### config.mk
export PLATFORM = sky130hd
export DESIGN_NAME = fifo_wr_arbiter
export DESIGN_NICKNAME = d
export VERILOG_FILES = /design/src/rtl/fifo_wr_arbiter.sv
export SDC_FILE = /design/constraint.sdc
export NUM_CORES = 1
export LEC_CHECK = 0
export ABC_CLOCK_PERIOD_IN_PS = 3150
export CAP_MARGIN = 10
export CORE_ASPECT_RATIO = 0.6
export CORE_MARGIN = 4
export CORE_UTILIZATION = 40
export DETAILED_ROUTE_END_ITERATION = 16
export MAX_ROUTING_LAYER = met4
export PLACE_DENSITY = 0.87
export SLEW_MARGIN = 20
export SYNTH_ARGS = -nofsm -noshare
export SYNTH_HDL_FRONTEND = slang
export SYNTH_SLANG_ARGS = --single-unit
### constraint.sdc
create_clock -name wrclk -period 3.15 [get_ports wrclk]
set_clock_uncertainty 0.2 [all_clocks]
set_input_delay 0.315 -clock wrclk [delete_from_list [all_inputs] [get_ports wrclk]]
set_output_delay 0.315 -clock wrclk [all_outputs]
set_load 0.005 [all_outputs]
### src/rtl/fifo_wr_arbiter.sv
// Round-robin arbiter sharing the async FIFO write port among NUM_REQ requesters.
// Define FIFO_WR_ARB_STATS_EN to build per-requester accepted-beat counters.
module fifo_wr_arbiter #(
    parameter int NUM_REQ    = 4,
    parameter int DATA_WIDTH = 8,
    parameter int MAX_BURST  = 4,
    parameter int CNT_WIDTH  = 16,
    localparam int SEL_W     = (NUM_REQ > 1) ? $clog2(NUM_REQ) : 1,
    localparam int BURST_W   = $clog2(MAX_BURST + 1)
) (
    input  logic                          wrclk,
    input  logic                          wrrst,
    input  logic [NUM_REQ-1:0]            req,
    input  logic [NUM_REQ*DATA_WIDTH-1:0] req_data,
    output logic [NUM_REQ-1:0]            ready,
    output logic [NUM_REQ-1:0]            gnt,
    output logic                          busy,
    input  logic                          fifo_full,
    output logic                          wr_en,
    output logic [DATA_WIDTH-1:0]         wr_data,
    input  logic [SEL_W-1:0]              stat_sel,
    output logic [CNT_WIDTH-1:0]          stat_cnt
);

    // state | meaning
    // IDLE  | no grant held, arbitrating on any req
    // GRANT | gnt_idx owns the write port for up to MAX_BURST beats
    typedef enum logic {IDLE, GRANT} state_t;

    state_t               state, state_n;
    logic [NUM_REQ-1:0]   gnt_n;
    logic                 busy_n;
    logic [BURST_W-1:0]   burst_cnt, burst_n;
    logic [SEL_W-1:0]     last_gnt, last_n;
    logic [SEL_W-1:0]     gnt_idx, idx_n;
    logic [SEL_W-1:0]     scan_base;
    logic [SEL_W-1:0]     win_idx;
    logic                 win_found;
    logic                 accept;
    logic                 rel;

    // While granted, scan from the current owner so it re-wins only when alone.
    always_comb begin
        scan_base = (state == GRANT) ? gnt_idx : last_gnt;
        win_found = 1'b0;
        win_idx   = '0;
        for (int k = 1; k <= NUM_REQ; k++) begin
            if (!win_found && req[(int'(scan_base) + k) % NUM_REQ]) begin
                win_found = 1'b1;
                win_idx   = SEL_W'((int'(scan_base) + k) % NUM_REQ);
            end
        end
    end

    always_comb begin
        ready = '0;
        if (state == GRANT && !wrrst)
            ready[gnt_idx] = req[gnt_idx] & ~fifo_full;
    end

    assign accept  = |(ready & req);
    assign wr_en   = accept;
    assign wr_data = req_data[gnt_idx*DATA_WIDTH +: DATA_WIDTH];

    always_comb begin
        state_n = state;
        gnt_n   = gnt;
        busy_n  = busy;
        burst_n = burst_cnt;
        last_n  = last_gnt;
        idx_n   = gnt_idx;
        rel     = 1'b0;
        case (state)
            IDLE: begin
                if (win_found) begin
                    state_n        = GRANT;
                    gnt_n          = '0;
                    gnt_n[win_idx] = 1'b1;
                    idx_n          = win_idx;
                    busy_n         = 1'b1;
                    burst_n        = '0;
                end
            end
            GRANT: begin
                rel = (accept && burst_cnt == BURST_W'(MAX_BURST - 1)) || !req[gnt_idx];
                if (accept)
                    burst_n = burst_cnt + 1'b1;
                if (rel) begin
                    last_n  = gnt_idx;
                    burst_n = '0;
                    if (win_found) begin
                        gnt_n          = '0;
                        gnt_n[win_idx] = 1'b1;
                        idx_n          = win_idx;
                    end else begin
                        state_n = IDLE;
                        gnt_n   = '0;
                        busy_n  = 1'b0;
                    end
                end
            end
            default: begin
                state_n = IDLE;
                gnt_n   = '0;
                busy_n  = 1'b0;
            end
        endcase
    end

    always_ff @(posedge wrclk) begin
        if (wrrst) begin
            state     <= IDLE;
            gnt       <= '0;
            busy      <= 1'b0;
            burst_cnt <= '0;
            last_gnt  <= SEL_W'(NUM_REQ - 1);
            gnt_idx   <= '0;
        end else begin
            state     <= state_n;
            gnt       <= gnt_n;
            busy      <= busy_n;
            burst_cnt <= burst_n;
            last_gnt  <= last_n;
            gnt_idx   <= idx_n;
        end
    end

`ifdef FIFO_WR_ARB_STATS_EN
    logic [CNT_WIDTH-1:0] beat_cnt [NUM_REQ];
    logic [CNT_WIDTH-1:0] stat_q;

    always_ff @(posedge wrclk) begin
        if (wrrst) begin
            for (int i = 0; i < NUM_REQ; i++)
                beat_cnt[i] <= '0;
            stat_q <= '0;
        end else begin
            for (int i = 0; i < NUM_REQ; i++)
                if (ready[i] && req[i] && beat_cnt[i] != '1)
                    beat_cnt[i] <= beat_cnt[i] + 1'b1;
            if (int'(stat_sel) < NUM_REQ)
                stat_q <= beat_cnt[stat_sel];
            else
                stat_q <= '0;
        end
    end

    assign stat_cnt = stat_q;
`else
    logic unused_stat_sel;
    assign unused_stat_sel = ^stat_sel;
    assign stat_cnt        = '0;
`endif

endmodule

-- After elaboration in Yosys (flattened, before gate mapping)
Cells that the tools add are included.
- add/subtract/negate cells: 5
- multiply operators: 0
- div/mod/pow operators: 0
- $lt $le $gt $ge: 8
- equal/unequal tests: 5
- shift operators: 1
- multiplexer cells: 46
- bitwise gates (word level): 9
- reductions and logical operators: 22
- operators by type and width (operator ; count):
    $shiftx 32x6->8 ; 1
    $mux 1 ; 20
    $lt 3x4->1 const B ; 4
    $mux 4 ; 4
    $mux 2 ; 7
    $bmux 1 s2 ; 5
    $mux 3 ; 3
    $and 4x4->4 ; 2
    $pmux 4 s2 ; 1
    $reduce_or 2->1 ; 4
    $logic_and 1x1->1 ; 7
    $lt 2x3->1 const B ; 2
    $pmux 3 s2 ; 1
    $reduce_and 2->1 ; 3
    $logic_not 1->1 ; 5
    $add 2x1->2 const B ; 2
    $add 2x2->2 const B ; 2
    $and 1x1->1 const A ; 4
    $demux 1 s2 ; 2
    $ge 2x1->1 const B ; 2
    $ne 2x2->1 const B ; 2
    $pmux 1 s2 ; 2
    $pmux 2 s2 ; 1
    $reduce_or 4->1 ; 1
    other kinds (8) ; 9
- register bits: 13
- latch bits: 0
- RAM bits: 0
- ROM bits: 0
- bits of input ports: 41
- output and inout bits: 34
- logic and storage cells: 102
- memories kept: 0

-- Longest topological paths before layout
- depth in word-level cells: 24
- gate-level depth with buffers: 7
- mapped depth without buffers: 7

-- Worst setup path before layout
OpenSTA, ideal clock, no wires.
- kind: register to register
- start point: reg gnt_idx[1]
- end point: reg gnt[0]
- setup time: 0.117 ns
- data arrival time: 1.433 ns
- required time: 2.833 ns
- setup slack: 1.400 ns
- cell stages (with the launch flop): 7
- buffers on the path: 1
- clock period less this slack: 1.750 ns
- cell sequence: dfxtp_1 -> buf_6 -> mux2_4 -> a22oi_4 -> a2bb2oi_1 -> nor2_1 -> a22o_1
- longest elaborated chain between the ends: 22
- elaborated cells on any way between the ends: 58
- those cells by class: add/sub: 4; order compare: 4; eq/ne: 2; mux: 32; bitwise: 3; reduce/logical: 13
- RTL lines (what ; RTL line ; source):
    start: declaration ; 35 ; logic [SEL_W-1:0] gnt_idx, idx_n;
    start signal: assignment ; 124 ; gnt_idx <= idx_n;
    $mux 2 ; 44 ; scan_base = (state == GRANT) ? gnt_idx : last_gnt;
    $add 2x1->2 ; 48, 50 ;
    $bmux 1 s2 ; 48 ; if (!win_found && req[(int'(scan_base) + k) % NUM_REQ]) begin
    $mux 1 (not written as such) (2 in series) ; 48 ;
    $mux 1 ; 48 ;
    $logic_not 1->1 ; 48 ;
    $logic_and 1x1->1 ; 48 ;
    $mux 1 ; 48 ;
    (+5 left out) ; - ;
    $mux 2 ; 48 ;
    $lt 2x3->1 (not written as such) or $ge 2x1->1 (tied branches) ; 78, 93 ;
    $logic_and 1x1->1 (not written as such) ; 78, 93 ;
    $mux 1 (not written as such) ; 78, 93 ;
    $demux 1 s2 ; 78, 93 ;
    $mux 4 ; 91 ; if (win_found) begin
    $mux 4 ; 88 ; if (rel) begin
    $pmux 4 s2 ; 73 ; case (state)
    end signal: assignment ; 120 ; gnt <= gnt_n;
    end: declaration ; 16 ; output logic [NUM_REQ-1:0] gnt,
Several ways; a longest one is shown, not always the timed one. The select of a mux whose other input is x is not followed.
A chain may end at the register's enable or synchronous reset.

-- Final worst setup path
- start point: reg gnt_idx[0]
- end point: out ready[1]
- longest elaborated chain between the ends: 6
- elaborated cells on any way between the ends: 10
- those cells by class: order compare: 2; mux: 5; bitwise: 2; reduce/logical: 1
- RTL lines (what ; RTL line ; source):
    $lt 2x3->1 (not written as such) or $ge 2x1->1 (tied branches) ; 58 ; ready[gnt_idx] = req[gnt_idx] & ~fifo_full;
    $logic_and 1x1->1 (not written as such) ; 58 ;
    $mux 1 (not written as such) ; 58 ;
    $demux 1 s2 ; 58 ;
    $and 4x4->4 (no line) (*) ; - ;
    $mux 4 (*) ; 57 ; if (state == GRANT && !wrrst)
    end: declaration ; 15 ; output logic [NUM_REQ-1:0] ready,
Mark *: on every way between the ends. The rest lies on a longest branch, timed or not. The select of a mux whose other input is x is not followed.

==> out/summary.txt <==
Synth top area share: 0.2192
max-slew violations: 0
worst slew pin tran: 640.7 ps
CP required: 2630 ps
hold buffers post-CTS: 0
fillers: 240
Worst VDD drop: 0.2272 mV
Core Box Area: 0.002663 mm2
share of layout cells above drive strength 1: 0.1167
RSZ-0062 raised after global routing: no
Worst Hold Class: flip-flop to flip-flop
initial antenna violation count: 0
setup ws final: 563.6 ps
largest net degree at the start of global routing: 16
crit end category: primary output
Seq/Total Area, Yosys: 0.2192
Rel. slew slack: 0.5723
overall power: 630.6 uW
P&R area growth vs syn: 47.94%
prevailing post-synth register cell: dfxtp_1
final setup fails: 0
H-tree Lvls: 1
WHS Endpoint: gnt[2]
setup tns final: 0 ps
die area: 0.003933 mm2
hold_sp: gnt[2]
outcome: completed
DRC: 0
Crit path largest cell delay: 730 ps
routed len/inst: 16.17 um
CTS clk-pin slew, worst paths: 50 ps
FF+latch area: 260.3 um2
crit path kind: flip-flop to primary output
ordered cell list for the critical path: and2_1 -> and2_1 -> nand2_1 -> nor2_1 -> clkdlybuf4s50_1
clock sink count: 13
CP max-delay cell: dfxtp_1
Starting Density: 0.4460
top cells by instance count after synthesis: buf_4, dfxtp_1, nor2_1
Synth area leaders: dfxtp_1, mux4_2, buf_4, nor2_1, ha_1
worst-path maximum fanout: 12
vias in the first global route: 1087
ANT cells: 0
Top Ports: 75
Post-CTS Resized: 0
routed vias/inst: 5.173
period utilisation layout: 0.8211
CTS Root Cell: clkbuf_8
Routed Antenna Nets: 0
Syn Area/Cell: 9.499 um2
reg2reg path depth: 6
PD cells: 359.0 mW/mm2
most common cell in the synthesized netlist: buf_4
synth unique cells: 46
Syn Inst Count: 125
FF-to-FF setup slack: 930 ps
endpoints failing hold: 0
Die Ht: 50.21 um
cell taking the most area after synthesis: dfxtp_1
first-pass GRT wire length: 5.506 mm
Num CTS Buffers: 3
most used cell along the critical path: and2_1
CP arrival: 2070 ps
Synth warnings: 0
FFs w/ async S/R, synth: 0
LEAKAGE: 0.0007052 uW
Mapped Area: 0.001187 mm2
Post-DP HPWL: 3.028 mm
Die Wd: 78.34 um
GP Congestion: 0.8435
CTS tree: done
IO Port Bufs: 56
Setup WS pre-CTS: 670.7 ps
Reg-to-Reg Start: gnt_idx[0]
Period minus WS final: 2586 ps
reg2reg end: gnt[2]
area of the multi-input gates: 795.8 um2
FP Rows: 14
DRT Wirelength: 3.558 mm
post-synthesis register bit count: 13
Final nets: 225
worst-skew pair later-pin latency: 240 ps
fmax: 386.6 MHz
total gr overflow: 0
via count: 1138
Clock Path Buffers: 2
Hold Path Depth: 2
startpoint types: flip-flop
number of flops mapped to enable cells by yosys: 0
Iteration-0 DRC Markers: 40
setup bufs post-CTS: 0
max cap viols: 0
1st-pass router iterations: 4
GRT Overall Usage: 0.1880
-- layer usage --
layer | GRT usage | part of all wire
met5 | - | 0
met4 | 0.07267 | 0.021
met3 | 0.03750 | 0.041
met2 | 0.3153 | 0.51
met1 | 0.2256 | 0.43
-- power by group --
| part | internal [uW] | switching [uW] |
|---|---|---|
| sequential | 180 | 26.5 |
| combinational | 173 | 104 |
| clock | 89.3 | 58.2 |
-- cells by family after synthesis --
family,share of synthesized area
buffers and inverters,0.1581
adder cells (fa/ha/maj),0.03162
AND/OR/NAND/NOR,0.1792
AO/OA/AOI/OAI,0.2023
other,0.003158
flip-flops,0.2192
multiplexers,0.2065
-- through the flow --
stage | instances | instance area [um2] | utilization | hold slack (ps)
floorplan | 140 | 1244 | - | 266.2
global route | 220 | 1757 | 0.6598 | 307.1
global placement | 216 | 1712 | 0.6429 | 257.6
detailed placement | 216 | 1712 | 0.6429 | 272.6
finish | 220 | 1757 | 0.6598 | 279.3
CTS | 220 | 1757 | 0.6598 | 283.8
-- registers in the layout (all words and copies together) (netlist names) --
name and cells:
last_gnt 2, state 1, gnt 4, busy 1
burst_cnt 3, gnt_idx 2
-- critical path: cells and delay by family, from the launching register on --
kind,cells,cell delay [ps]
buffers and inverters,1,510
flip-flops,1,730
AND/OR/NAND/NOR,4,590
-- how the worst max path moves through the flow --
stage                    start       end  cells after the start
floorplan           gnt_idx[1]    gnt[0]                      6
global placement        req[1]  ready[3]                      5
finish              gnt_idx[0]  ready[1]                      5
global route        gnt_idx[0]  ready[1]                      5
CTS                 gnt_idx[0]  ready[3]                      4
detailed placement      req[1]  ready[3]                      5
-- layout by cell type (no fill, tap or decap), drive strengths merged, types with 4 or more instances in the layout --
| master | Yosys | layout |
|---|---|---|
| clkbuf | 2 | 4 |
| nand2 | 4 | 4 |
| a21oi | 4 | 4 |
| mux4 | 8 | 8 |
| dfxtp | 13 | 13 |
| conb | 1 | 16 |
| inv | 6 | 6 |
| clkdlybuf4s50 | 0 | 56 |
| nor2 | 13 | 13 |
-- cell type report --
type | instances | area share
multi-input cells | 98 | 0.4530
repair buffers | 59 | 0.3319
clock buffers | 4 | 0.02564
inverters | 6 | 0.01282
flip-flops and latches | 13 | 0.1481
well taps | 40 | 0.02849
Power figures use the tool's default switching activity.
